File: config.mk
export PLATFORM = sky130hd
export DESIGN_NAME = cvxif_result_queue
export DESIGN_NICKNAME = d
export VERILOG_FILES = /design/src/rtl/cvxif_result_pkg.sv /design/src/rtl/cvxif_rr_arb.sv /design/src/rtl/cvxif_result_queue.sv
export SDC_FILE = /design/constraint.sdc
export NUM_CORES = 1
export LEC_CHECK = 0
export CAP_MARGIN = 5
export CELL_PAD_IN_SITES_DETAIL_PLACEMENT = 2
export CELL_PAD_IN_SITES_GLOBAL_PLACEMENT = 2
export CORE_UTILIZATION = 41
export CTS_BUF_LIST = sky130_fd_sc_hd__clkbuf_4 sky130_fd_sc_hd__clkbuf_8 sky130_fd_sc_hd__clkbuf_16
export DETAILED_ROUTE_END_ITERATION = 8
export PLACE_DENSITY = 0.84
export SLEW_MARGIN = 20
export SYNTH_ARGS = -nofsm -noshare
export SYNTH_HDL_FRONTEND = slang
export SYNTH_SLANG_ARGS = --single-unit
File: constraint.sdc
create_clock -name clk_i -period 3.41 [get_ports clk_i]
set_input_delay 0.682 -clock clk_i [delete_from_list [all_inputs] [get_ports clk_i]]
set_output_delay 0.682 -clock clk_i [all_outputs]
set_load 0.01 [all_outputs]
File: src/rtl/cvxif_result_pkg.sv
// ============================================================================
// cvxif_result_pkg : default parameters and occupancy-width helper for the
//                    CV-X-IF result queue.  Revision 1.0
// ============================================================================
`default_nettype none

package cvxif_result_pkg;

  localparam int unsigned NR_CHANNELS_DEF  = 2;
  localparam int unsigned DEPTH_DEF        = 4;
  localparam int unsigned XLEN_DEF         = 64;
  localparam int unsigned ID_WIDTH_DEF     = 4;
  localparam int unsigned HARTID_WIDTH_DEF = 1;

  // Width able to hold 0..depth inclusive.
  function automatic int unsigned occ_width(input int unsigned depth);
    return $clog2(depth + 1);
  endfunction

endpackage

`default_nettype wire

File: src/rtl/cvxif_rr_arb.sv
// ============================================================================
// cvxif_rr_arb : round-robin arbiter, one-hot grant, priority moves to the
//                channel after the granted one.  Revision 1.0
// ============================================================================
`default_nettype none

module cvxif_rr_arb
  import cvxif_result_pkg::*;
#(
  parameter int unsigned NrReq = NR_CHANNELS_DEF
) (
  input  logic             clk_i,
  input  logic             rst_i,
  input  logic [NrReq-1:0] req_i,
  output logic [NrReq-1:0] gnt_o
);

  localparam int unsigned PtrW = (NrReq > 1) ? $clog2(NrReq) : 1;

  logic [PtrW-1:0]  prio_q, prio_d;
  logic [NrReq-1:0] mask;
  logic [NrReq-1:0] req_hi;

  // Requests at or above the priority pointer win first; otherwise wrap
  // around to the lowest requester.
  always_comb begin
    mask = '0;
    for (int unsigned i = 0; i < NrReq; i++) begin
      mask[i] = (PtrW'(i) >= prio_q);
    end
    req_hi = req_i & mask;
    gnt_o  = (|req_hi) ? (req_hi & (~req_hi + NrReq'(1)))
                       : (req_i  & (~req_i  + NrReq'(1)));
    prio_d = prio_q;
    for (int unsigned i = 0; i < NrReq; i++) begin
      if (gnt_o[i]) begin
        prio_d = (i == NrReq - 1) ? '0 : PtrW'(i + 1);
      end
    end
  end

  always_ff @(posedge clk_i or posedge rst_i) begin
    if (rst_i) begin
      prio_q <= '0;
    end else begin
      prio_q <= prio_d;
    end
  end

endmodule

`default_nettype wire

File: src/rtl/cvxif_result_queue.sv
// ============================================================================
// cvxif_result_queue : multi-channel result FIFO toward the CPU with
//                      round-robin intake.  Optional same-cycle bypass when
//                      empty: CVXIF_RESULT_BYPASS_EN.  Revision 1.0
// ============================================================================
`default_nettype none

module cvxif_result_queue
  import cvxif_result_pkg::*;
#(
  parameter int unsigned NrChannels  = NR_CHANNELS_DEF,
  parameter int unsigned Depth       = DEPTH_DEF,
  parameter int unsigned XLEN        = XLEN_DEF,
  parameter int unsigned IdWidth     = ID_WIDTH_DEF,
  parameter int unsigned HartIdWidth = HARTID_WIDTH_DEF
) (
  input  logic                                     clk_i,
  input  logic                                     rst_i,
  input  logic                                     flush_i,
  input  logic [NrChannels-1:0]                    chan_valid_i,
  output logic [NrChannels-1:0]                    chan_ready_o,
  input  logic [NrChannels-1:0][XLEN-1:0]          chan_data_i,
  input  logic [NrChannels-1:0][4:0]               chan_rd_i,
  input  logic [NrChannels-1:0]                    chan_we_i,
  input  logic [NrChannels-1:0][IdWidth-1:0]       chan_id_i,
  input  logic [NrChannels-1:0][HartIdWidth-1:0]   chan_hartid_i,
  output logic                                     result_valid_o,
  input  logic                                     result_ready_i,
  output logic [XLEN-1:0]                          result_data_o,
  output logic [4:0]                               result_rd_o,
  output logic                                     result_we_o,
  output logic [IdWidth-1:0]                       result_id_o,
  output logic [HartIdWidth-1:0]                   result_hartid_o,
  output logic [occ_width(Depth)-1:0]              count_o
);

  localparam int unsigned PtrW = $clog2(Depth);
  localparam int unsigned CntW = occ_width(Depth);

  typedef struct packed {
    logic [XLEN-1:0]        data;
    logic [4:0]             rd;
    logic                   we;
    logic [IdWidth-1:0]     id;
    logic [HartIdWidth-1:0] hartid;
  } entry_t;

  entry_t                mem_q [Depth];
  logic [PtrW-1:0]       wptr_q, wptr_d, rptr_q, rptr_d;
  logic [CntW-1:0]       cnt_q, cnt_d;
  logic                  empty, full, can_push, push, wr_en, rd_en;
  logic [NrChannels-1:0] arb_req, gnt;
  entry_t                in_entry, head, out_entry;

  assign empty = (cnt_q == '0);
  assign full  = (cnt_q == CntW'(Depth));
  // A full queue still takes one push when the head leaves this cycle.
  assign can_push = !flush_i && (!full || result_ready_i);
  assign arb_req  = chan_valid_i & {NrChannels{can_push}};

  cvxif_rr_arb #(
    .NrReq (NrChannels)
  ) u_arb (
    .clk_i (clk_i),
    .rst_i (rst_i),
    .req_i (arb_req),
    .gnt_o (gnt)
  );

  assign chan_ready_o = gnt;
  assign push         = |gnt;

  always_comb begin
    in_entry = '0;
    for (int unsigned i = 0; i < NrChannels; i++) begin
      if (gnt[i]) begin
        in_entry.data   = chan_data_i[i];
        in_entry.rd     = chan_rd_i[i];
        in_entry.we     = chan_we_i[i];
        in_entry.id     = chan_id_i[i];
        in_entry.hartid = chan_hartid_i[i];
      end
    end
  end

  assign head  = mem_q[rptr_q];
  assign rd_en = !empty && result_ready_i;

`ifdef CVXIF_RESULT_BYPASS_EN
  logic bypass;
  assign bypass         = empty && push;
  assign result_valid_o = !empty || push;
  assign wr_en          = push && !(bypass && result_ready_i);
  assign out_entry      = bypass ? in_entry : head;
`else
  assign result_valid_o = !empty;
  assign wr_en          = push;
  assign out_entry      = head;
`endif

  assign result_data_o   = out_entry.data;
  assign result_rd_o     = out_entry.rd;
  assign result_we_o     = out_entry.we;
  assign result_id_o     = out_entry.id;
  assign result_hartid_o = out_entry.hartid;
  assign count_o         = cnt_q;

  always_comb begin
    wptr_d = wptr_q;
    rptr_d = rptr_q;
    cnt_d  = cnt_q;
    if (flush_i) begin
      wptr_d = '0;
      rptr_d = '0;
      cnt_d  = '0;
    end else begin
      if (wr_en) wptr_d = wptr_q + PtrW'(1);
      if (rd_en) rptr_d = rptr_q + PtrW'(1);
      case ({wr_en, rd_en})
        2'b10:   cnt_d = cnt_q + CntW'(1);
        2'b01:   cnt_d = cnt_q - CntW'(1);
        default: cnt_d = cnt_q;
      endcase
    end
  end

  always_ff @(posedge clk_i or posedge rst_i) begin
    if (rst_i) begin
      wptr_q <= '0;
      rptr_q <= '0;
      cnt_q  <= '0;
    end else begin
      wptr_q <= wptr_d;
      rptr_q <= rptr_d;
      cnt_q  <= cnt_d;
    end
  end

  // Payload storage carries no reset; only valid slots are ever presented.
  always_ff @(posedge clk_i) begin
    if (wr_en) begin
      mem_q[wptr_q] <= in_entry;
    end
  end

endmodule

`default_nettype wire

# After elaboration in Yosys (flattened, before gate mapping)
# Memories as Yosys holds them, arrays and structs flattened.
# Index checks and enable logic that the tools add are counted.
# Widths: inputs -> output; s select.
[classes]
addsub = 6
magnitude_cmp = 2
n_eq_ne = 3
mux = 13
bitwise_logic = 6
n_reduce_logical = 13
[op_table]
columns = ["operator", "count"]
rows = [
  ["$mux 75", 2],
  ["$mux 2", 5],
  ["$add 2x1->2 const B", 4],
  ["$and 2x2->2", 4],
  ["$pmux 3 s2", 1],
  ["$reduce_bool 2->1", 3],
  ["$mux 1", 4],
  ["$not 2->2", 2],
  ["$reduce_or 2->1", 2],
  ["$add 3x1->3 const B", 1],
  ["$eq 3x3->1 const B", 1],
  ["$logic_not 1->1", 3],
  ["$logic_not 3->1", 1],
  ["$mux 3", 1],
  ["$reduce_bool 3->1", 1],
  ["$sub 3x1->3 const B", 1],
  ["$eq 2x1->1 const B", 1],
  ["$eq 2x2->1 const B", 1],
  ["$ge 1x1->1 const A", 2],
  ["$logic_and 1x1->1", 2],
  ["$logic_or 1x1->1", 1],
]
[totals]
reg_bits = 8
mem_bits_rw = 300
inputBits = 156
output_inout_bits = 81
word_cells = 48
n_memories = 1
[mem_list]
columns = ["name", "words", "word_bits", "read_ports", "rd_ports_with_merged_regs", "write_ports", "line", "text"]
rows = [
  ["mem_q", 4, 75, 1, 0, 1, "cvxif_result_queue.sv:48", "entry_t mem_q [Depth];"],
]

# Depth between registers and ports, before layout
# Gate-level depths: netlist of the first run.
[logic_depth]
depth_word = 14
mapped_depth = 8
mapped_depth_nobuf = 8

# By module
# A second synthesis of the first run with hierarchy kept.
[hier_totals]
hier_cells = 548
hier_area_um2 = 12135.4
[modules_own_cells]
columns = ["module", "instances", "cells_each", "area_per_inst_um2", "seq_area_each_um2"]
rows = [
  ["cvxif_result_queue", 1, 541, 12077.8, 9183.8],
  ["cvxif_rr_arb", 1, 7, 57.6, 25.0],
]

# Least setup slack after synthesis of the first run
# Ideal clock, no wire load.
[synth_path]
path_kind = "input to register"
from = "input port flush_i"
to = "memory mem_q[0][0] in the netlist's numbering (enable)"
setup_time_ns = 0.400
arrival_time_ns = 2.189
t_required_ns = 3.010
path_slack_ns = 0.821
stages = 3
n_path_buf = 0
path_cell_list = "o21bai_2 > nor2_2 > and2_2"
[synth_via]
elab_chain_cells = 11
elab_cells_between_ends = 15
cone_classes = "2 x add/sub; 3 x mux; 6 x bitwise; 4 x reduce/logical"
[synth_rtl]
columns = ["item", "line", "text"]
rows = [
  ["start, declared", "cvxif_result_queue.sv:19", "input logic flush_i,"],
  ["$logic_not 1->1 *", "cvxif_result_queue.sv:58", "assign can_push = !flush_i && (!full || result_ready_i);"],
  ["$logic_and 1x1->1 *", "cvxif_result_queue.sv:58", ""],
  ["$and 2x2->2 *", "cvxif_result_queue.sv:59", "assign arb_req = chan_valid_i & {NrChannels{can_push}};"],
  ["$and 2x2->2", "cvxif_rr_arb.sv:31", "req_hi = req_i & mask;"],
  ["$not 2->2", "cvxif_rr_arb.sv:32", "gnt_o = (|req_hi) ? (req_hi & (~req_hi + NrReq'(1)))"],
  ["$add 2x1->2", "cvxif_rr_arb.sv:32", ""],
  ["$and 2x2->2", "cvxif_rr_arb.sv:32", ""],
  ["$mux 2 *", "cvxif_rr_arb.sv:32", ""],
  ["$reduce_or 2->1 *", "cvxif_result_queue.sv:71", "assign push = |gnt;"],
  ["$mux 1 *", "cvxif_result_queue.sv:141", "if (wr_en) begin"],
  ["$mux 1 (not written as such) *", "cvxif_result_queue.sv:142", "mem_q[wptr_q] <= in_entry;"],
  ["end, declared", "cvxif_result_queue.sv:48", ""],
]
# Every way passes the cells marked *; elsewhere a longest branch is shown, timed or not.

# Worst setup path after layout of the first run
[layout_path]
from = "register rptr_q[0]"
to = "output port result_data_o[13]"
[layout_via]
elab_chain_cells = 1
[layout_rtl]
columns = ["item", "line", "text"]
rows = [
  ["start, declared", "cvxif_result_queue.sv:49", "logic [PtrW-1:0] wptr_q, wptr_d, rptr_q, rptr_d;"],
  ["start signal, assigned", "cvxif_result_queue.sv:134", "rptr_q <= rptr_d;"],
  ["$mem_v2 4x75", "--", ""],
  ["end, declared", "cvxif_result_queue.sv:29", "output logic [XLEN-1:0] result_data_o,"],
]
# Every way passes these cells.

==> flow_metrics.tcl, run 1 <==
set metrics [dict create \
    via_per_inst 5.41 \
    wl_mm 31.8 \
    core_area_um2 29600 \
    area_growth_pct 32.1 \
    netlist_area_um2 12400 \
    post_cts_buffers 0 \
    vias 6977 \
    avgSynthCellArea_um2 19.6 \
    holdWs_ns 0.490 \
    critPathTopFamily "buffers and inverters" \
    gr-total-overflow 0 \
    worstReg2RegEnd "count_o[2]" \
    skew_ns 0.0218 \
    crit_chain "buf_12 > mux4_2 > clkdlybuf4s50_1" \
    yosysUniqueCellTypes 37 \
    rsz0062_at_grt "false" \
    crit_arrival_ns 2.46 \
    cp.required_ns 2.73 \
    critPathMaxFanout 47 \
    critPathKind "reg -> out" \
    grt_pass1_wl_mm 48.6 \
    timing.rr.start "count_o[0]" \
    powerDensity_nw_per_um2 675 \
    final_cell_mix "edfxtp_1 (300), clkdlybuf4s50_1 (236), nor2_1 (80), a22oi_1 (75), mux4_2 (75)" \
    clkLatencyLatePin_ns 0.50 \
    peakVddDrop_mv 0.414 \
    fmax_ghz 0.318 \
    ios 237 \
    cts_tree "built" \
    slew_headroom_pct 41.9 \
    cts_resized 0 \
    reg2reg_depth 8 \
    gp_congestion 0.702 \
    period_needed_ns 3.14 \
    drtIter0Drc 306 \
    synthesis.nets 793 \
    status "finished, final reports clean" \
    drt-pass1-iter-count 4 \
    drcViolationCount 0 \
    synth-seq-area-share_pct 74.5 \
    async_reset_ff_share_pct 2.60 \
    antennaDiodeCount 0 \
    rrSetupSlack_ns 1.04 \
    cp-end-kind "output port" \
    htreeDepth 2 \
    max_cap_violations 0 \
    layout-drive-gt1-share_pct 17.8 \
    root_buffer "clkbuf_16" \
    clkTransAtPathRegs_ns 0.06 \
    wl_per_cell_um 24.7 \
    fin_nets 1039 \
    crit_path_max_incr_delay_ns 0.57 \
    yosys_warnings 0 \
    p_leak_nw 5.36 \
    critPathBufInv 2 \
    clock_path_buffers 3 \
    postRouteAntennaNets 0 \
    initial_core_util_pct 41.7 \
    track_usage_pct 21.2 \
    portBuffers 236 \
    fin_tns_setup_ns 0 \
    first_global_vias 8011 \
    die_x_um 176 \
    die_area_um2 30800 \
    cts_hold_buf 0 \
    die_height_um 176 \
    hpwl_mm 20.6 \
    timing.final.crit_share_pct 92.1 \
    grt_max_degree 78 \
    final_common_cell "edfxtp_1" \
    synth_seq_cells 308 \
    cts.sink_count 308 \
    cts_buffers 35 \
    antenna_found_initial 0 \
    hold_path_class "in -> async" \
    synth_edf_count 300 \
    slew_violations 0 \
    setup_violations 0 \
    cp.depth 3 \
    row_count 63 \
    cp-start-kind "flip-flop" \
    hold_violations 0 \
    netlist_instances 632 \
    synthFlopType "edfxtp_1" \
    worst_pin_slew_ns 0.872 \
    cp_slowest_cell "mux4_2" \
]
[worst max path at each step]
| stage | to | slack, ns | from |
|---|---|---|---|
| 2_1_floorplan | mem_q[0][0] | 0.82 | flush_i |
| 3_3_place_gp | chan_ready_o[1] | 0.40 | flush_i |
| 3_5_place_dp | chan_ready_o[1] | 0.32 | result_ready_i |
| 4_1_cts | result_data_o[13] | 0.21 | rptr_q[0] |
| 5_1_grt | result_data_o[13] | 0.15 | rptr_q[0] |
| 6_report | result_data_o[13] | 0.27 | rptr_q[0] |
[cell usage after synthesis, drive strengths merged (2+ instances only)]
cell type,n,area share [%]
ha,4,0.41
o21ai,6,0.24
inv,6,0.18
nor2b,3,0.15
buf,33,1.4
dfrtp,8,1.6
and2,6,0.34
mux2,2,0.21
xor2,3,0.27
nor2,81,2.5
nand3,2,0.081
clkbuf,11,0.33
mux4,75,14
a22oi,75,4.6
nand2b,3,0.15
nand2,2,0.081
edfxtp,300,73
[stage by stage]
stage                     worst slack, ns  instance area (µm²)  cells  total power, mW  util [%]
after floorplan                     0.821                12400    632             6.25         -
after global placement              0.399                15300   1231             7.63      51.6
after detailed placement            0.317                15300   1231             7.77      51.6
after CTS                           0.213                16300   1290             11.2      55.1
after global routing                0.145                16300   1290             11.5      55.1
final                               0.269                16300   1290             11.0      55.1
[final cells by class]
class,instances,area (µm²)
clock inverter,14,70.1
clock buffer,45,957
fill,2551,13300
inverter,6,22.5
tap,390,488
timing repair buffer,253,2640
sequential,308,9220
multi-input combinational,274,2930
[worst register-to-register path, cell delays in order (launching register included)]
cell and delay, ns:
dfrtp_1 0.50, or3_1 0.52, nand2_2 0.16, nor2_1 0.07, fa_1 0.44, inv_1 0.11
o21ai_0 0.09, a31o_2 0.22, a31oi_1 0.15
[sequential cells by signal, indices dropped and copies added (netlist names)]
| signal | cells |
|---|---|
| mem_q | 300 |
| count_o | 3 |
| rptr_q | 2 |
| wptr_q | 2 |
| u_arb.prio_q | 1 |
[routing by layer]
layer | up-vias | share of wire [%] | track usage (%)
met1 | 3633 | 41 | 26.7
met5 | - | 0 | 0
li1 | 3079 | - | -
met3 | 38 | 5.8 | 4.20
met4 | 0 | 1.4 | 4.49
met2 | 227 | 52 | 37.8
[cell families after synthesis]
kind of cell / synth area share (%)
multiplexers: 14.0
AO/OA/AOI/OAI: 5.16
buffers and inverters: 1.95
AND/OR/NAND/NOR: 3.55
flip-flops: 74.5
XOR/XNOR: 0.273
adder cells (fa/ha/maj): 0.567
[power by group]
part	switching [mW]	total, mW	internal, mW
registers	0.121	4.63	4.51
logic	1.39	3.00	1.61
clock network	1.42	3.40	1.98
Power figures use the tool's default switching activity.
==> inputs of run 2 (changes only) <==
--- a/config.mk
+++ b/config.mk
@@ -6,12 +6,10 @@
 export NUM_CORES = 1
 export LEC_CHECK = 0
 export CAP_MARGIN = 5
-export CELL_PAD_IN_SITES_DETAIL_PLACEMENT = 2
-export CELL_PAD_IN_SITES_GLOBAL_PLACEMENT = 2
-export CORE_UTILIZATION = 41
+export CORE_UTILIZATION = 45
 export CTS_BUF_LIST = sky130_fd_sc_hd__clkbuf_4 sky130_fd_sc_hd__clkbuf_8 sky130_fd_sc_hd__clkbuf_16
 export DETAILED_ROUTE_END_ITERATION = 8
-export PLACE_DENSITY = 0.84
+export PLACE_DENSITY = 0.71
 export SLEW_MARGIN = 20
 export SYNTH_ARGS = -nofsm -noshare
 export SYNTH_HDL_FRONTEND = slang
==> run 2 against run 1 <==
Net effect:
- clock skew shrank 0.0084 ns
- die area is 8.8% lower
- first-iteration DRC count rose by 15%
- largest power group unchanged
==> flow_metrics.tcl, run 2 (synthesis gave the netlist of run 1 again) <==
set metrics [dict create \
    seqPwrFrac_pct 40.6 \
    drtIter0Drc 352 \
    initial_core_util_pct 45.8 \
    fmax_ghz 0.313 \
    status "finished, final reports clean" \
    total_power_mw 11.4 \
    timing.rr.start "count_o[0]" \
    clock_path_buffers 3 \
    utilization_pct 61.2 \
    rrSetupSlack_ns 1.18 \
    worst_pin_slew_ns 0.837 \
    instances_no_fill 1251 \
    cp-end-kind "output port" \
    layout-drive-gt1-share_pct 19.1 \
    n_fill_cell 1969 \
    clkLatencyLatePin_ns 0.55 \
    p_leak_nw 5.48 \
    die_x_um 168 \
    slew_headroom_pct 44.2 \
    fin_nets 1046 \
    reg2reg_depth 8 \
    drcViolationCount 0 \
    core_area_um2 27000 \
    largest_register "mem_q" \
    crit_path_max_incr_delay_ns 0.59 \
    crit_arrival_ns 2.51 \
    grt_max_degree 78 \
    p_sw_share_pct 24.6 \
    period_needed_ns 3.20 \
    gp_congestion 0.752 \
    place_area_um2 15200 \
    postRouteAntennaNets 0 \
    hold_violations 0 \
    grt_pass1_wl_mm 40.1 \
    cp-start-kind "flip-flop" \
    antenna_found_initial 0 \
    setup.worst_path.start "rptr_q[0]" \
    timing.final.crit_share_pct 93.8 \
    root_buffer "clkbuf_16" \
    placed_cells 1183 \
    rsz0062_at_grt "false" \
    critPathKind "reg -> out" \
    post_cts_buffers 0 \
    wl_per_cell_um 20.6 \
    crit_chain "buf_4 > mux4_2 > clkdlybuf4s50_1" \
    antennaDiodeCount 0 \
    powerDensity_nw_per_um2 693 \
    setup_violations 0 \
    cp.required_ns 2.73 \
    drt-pass1-iter-count 4 \
    track_usage_pct 18.4 \
    critPathMaxFanout 15 \
    die_height_um 168 \
    cp_slowest_cell "dfrtp_4" \
    hold_path_class "in -> async" \
    slew_violations 0 \
    final_common_cell "edfxtp_1" \
    internal_power_mw 8.61 \
    skew_ns 0.0134 \
    p_sw_mw 2.81 \
    fin_tns_setup_ns 0 \
    die_area_um2 28100 \
    cts_hold_buf 0 \
    pwr-share-clk_pct 33.3 \
    hpwl_mm 15.0 \
    final_cell_mix "edfxtp_1 (300), clkdlybuf4s50_1 (236), nor2_1 (80), a22oi_1 (75), mux4_2 (75)" \
    worstReg2RegEnd "count_o[2]" \
    gr-total-overflow 0 \
    first_global_vias 7175 \
    portBuffers 236 \
    max_cap_violations 0 \
    ios 237 \
    area_growth_pct 33.4 \
    power_frac_comb_pct 26.1 \
    fin_area_um2 16500 \
    htreeDepth 1 \
    wl_mm 25.8 \
    cts_tree "built" \
    via_per_inst 5.48 \
    cts_buffers 31 \
    row_count 60 \
    vias 6851 \
    peakVddDrop_mv 0.472 \
    cts_resized 0 \
    largest_reg_flops 300 \
    clkTransAtPathRegs_ns 0.06 \
    cts.sink_count 308 \
    cp-endpoint "result_rd_o[3]" \
]
==> run 2: changes by cell type in the layout (fill, tap and decap cells not counted), moves of 2 or more <==
cell / delta
buf_4: +11
clkinv_2: +4
bufinv_16: +10
clkbuf_4: -7
clkinv_1: -4
clkbuf_16: -4
clkinvlp_4: +2
==> run 2: worst min-delay path by stage <==
stage,startpoint,to,slack (ns),cells after the start
2_1_floorplan,u_arb.prio_q,u_arb.prio_q,0.48,2
3_3_place_gp,u_arb.prio_q,u_arb.prio_q,0.57,2
3_5_place_dp,wptr_q[0],wptr_q[0],0.59,1
4_1_cts,rst_i,count_o[0],0.38,2
5_1_grt,rst_i,u_arb.prio_q,0.41,2
6_report,rst_i,wptr_q[0],0.40,2
==> run 2: critical path, delay by kind of cell (launching register included) <==
kind / cells / cell delay (ns)
buffers and inverters: 2 / 0.83
DFF: 1 / 0.59
muxes: 1 / 0.53
==> run 2: final cells by class <==
type / count / area (µm²) / share of cell area, %
Multi-Input combinational cell: 274 / 2920 / 17.7
Inverter: 6 / 22.5 / 0.137
Timing Repair Buffer: 264 / 2720 / 16.5
Clock inverter: 25 / 379 / 2.30
Sequential cell: 308 / 9220 / 55.9
Tap cell: 341 / 427 / 2.59
Clock buffer: 33 / 791 / 4.80
==> run 2: per-layer routing <==
metal | vias up | wire, µm | GRT usage, %
met4 | 0 | 366 | 3.83
met5 | - | 0 | 0
met3 | 33 | 1800 | 4.18
met1 | 3502 | 11300 | 25.7
met2 | 218 | 12300 | 29.8
li1 | 3098 | - | -
==> run 2: per-stage QoR <==
| stage | hold slack [ns] | setup WS [ns] |
|---|---|---|
| after CTS | 0.380 | 0.0332 |
| final | 0.401 | 0.213 |
| after global routing | 0.410 | 0.144 |
| after global placement | 0.571 | 0.350 |
| after floorplan | 0.485 | 0.821 |
| after detailed placement | 0.590 | 0.325 |
==> run 2: power by group through the flow <==
stage                     Clock (mW)  Sequential [mW]  Combinational, mW
final                           3.80             4.64               2.98
after global placement             0             4.73               2.89
after floorplan                    0             4.65               1.60
after CTS                       3.88             4.67               2.93
after global routing            4.02             4.66               3.19
after detailed placement           0             4.74               2.91
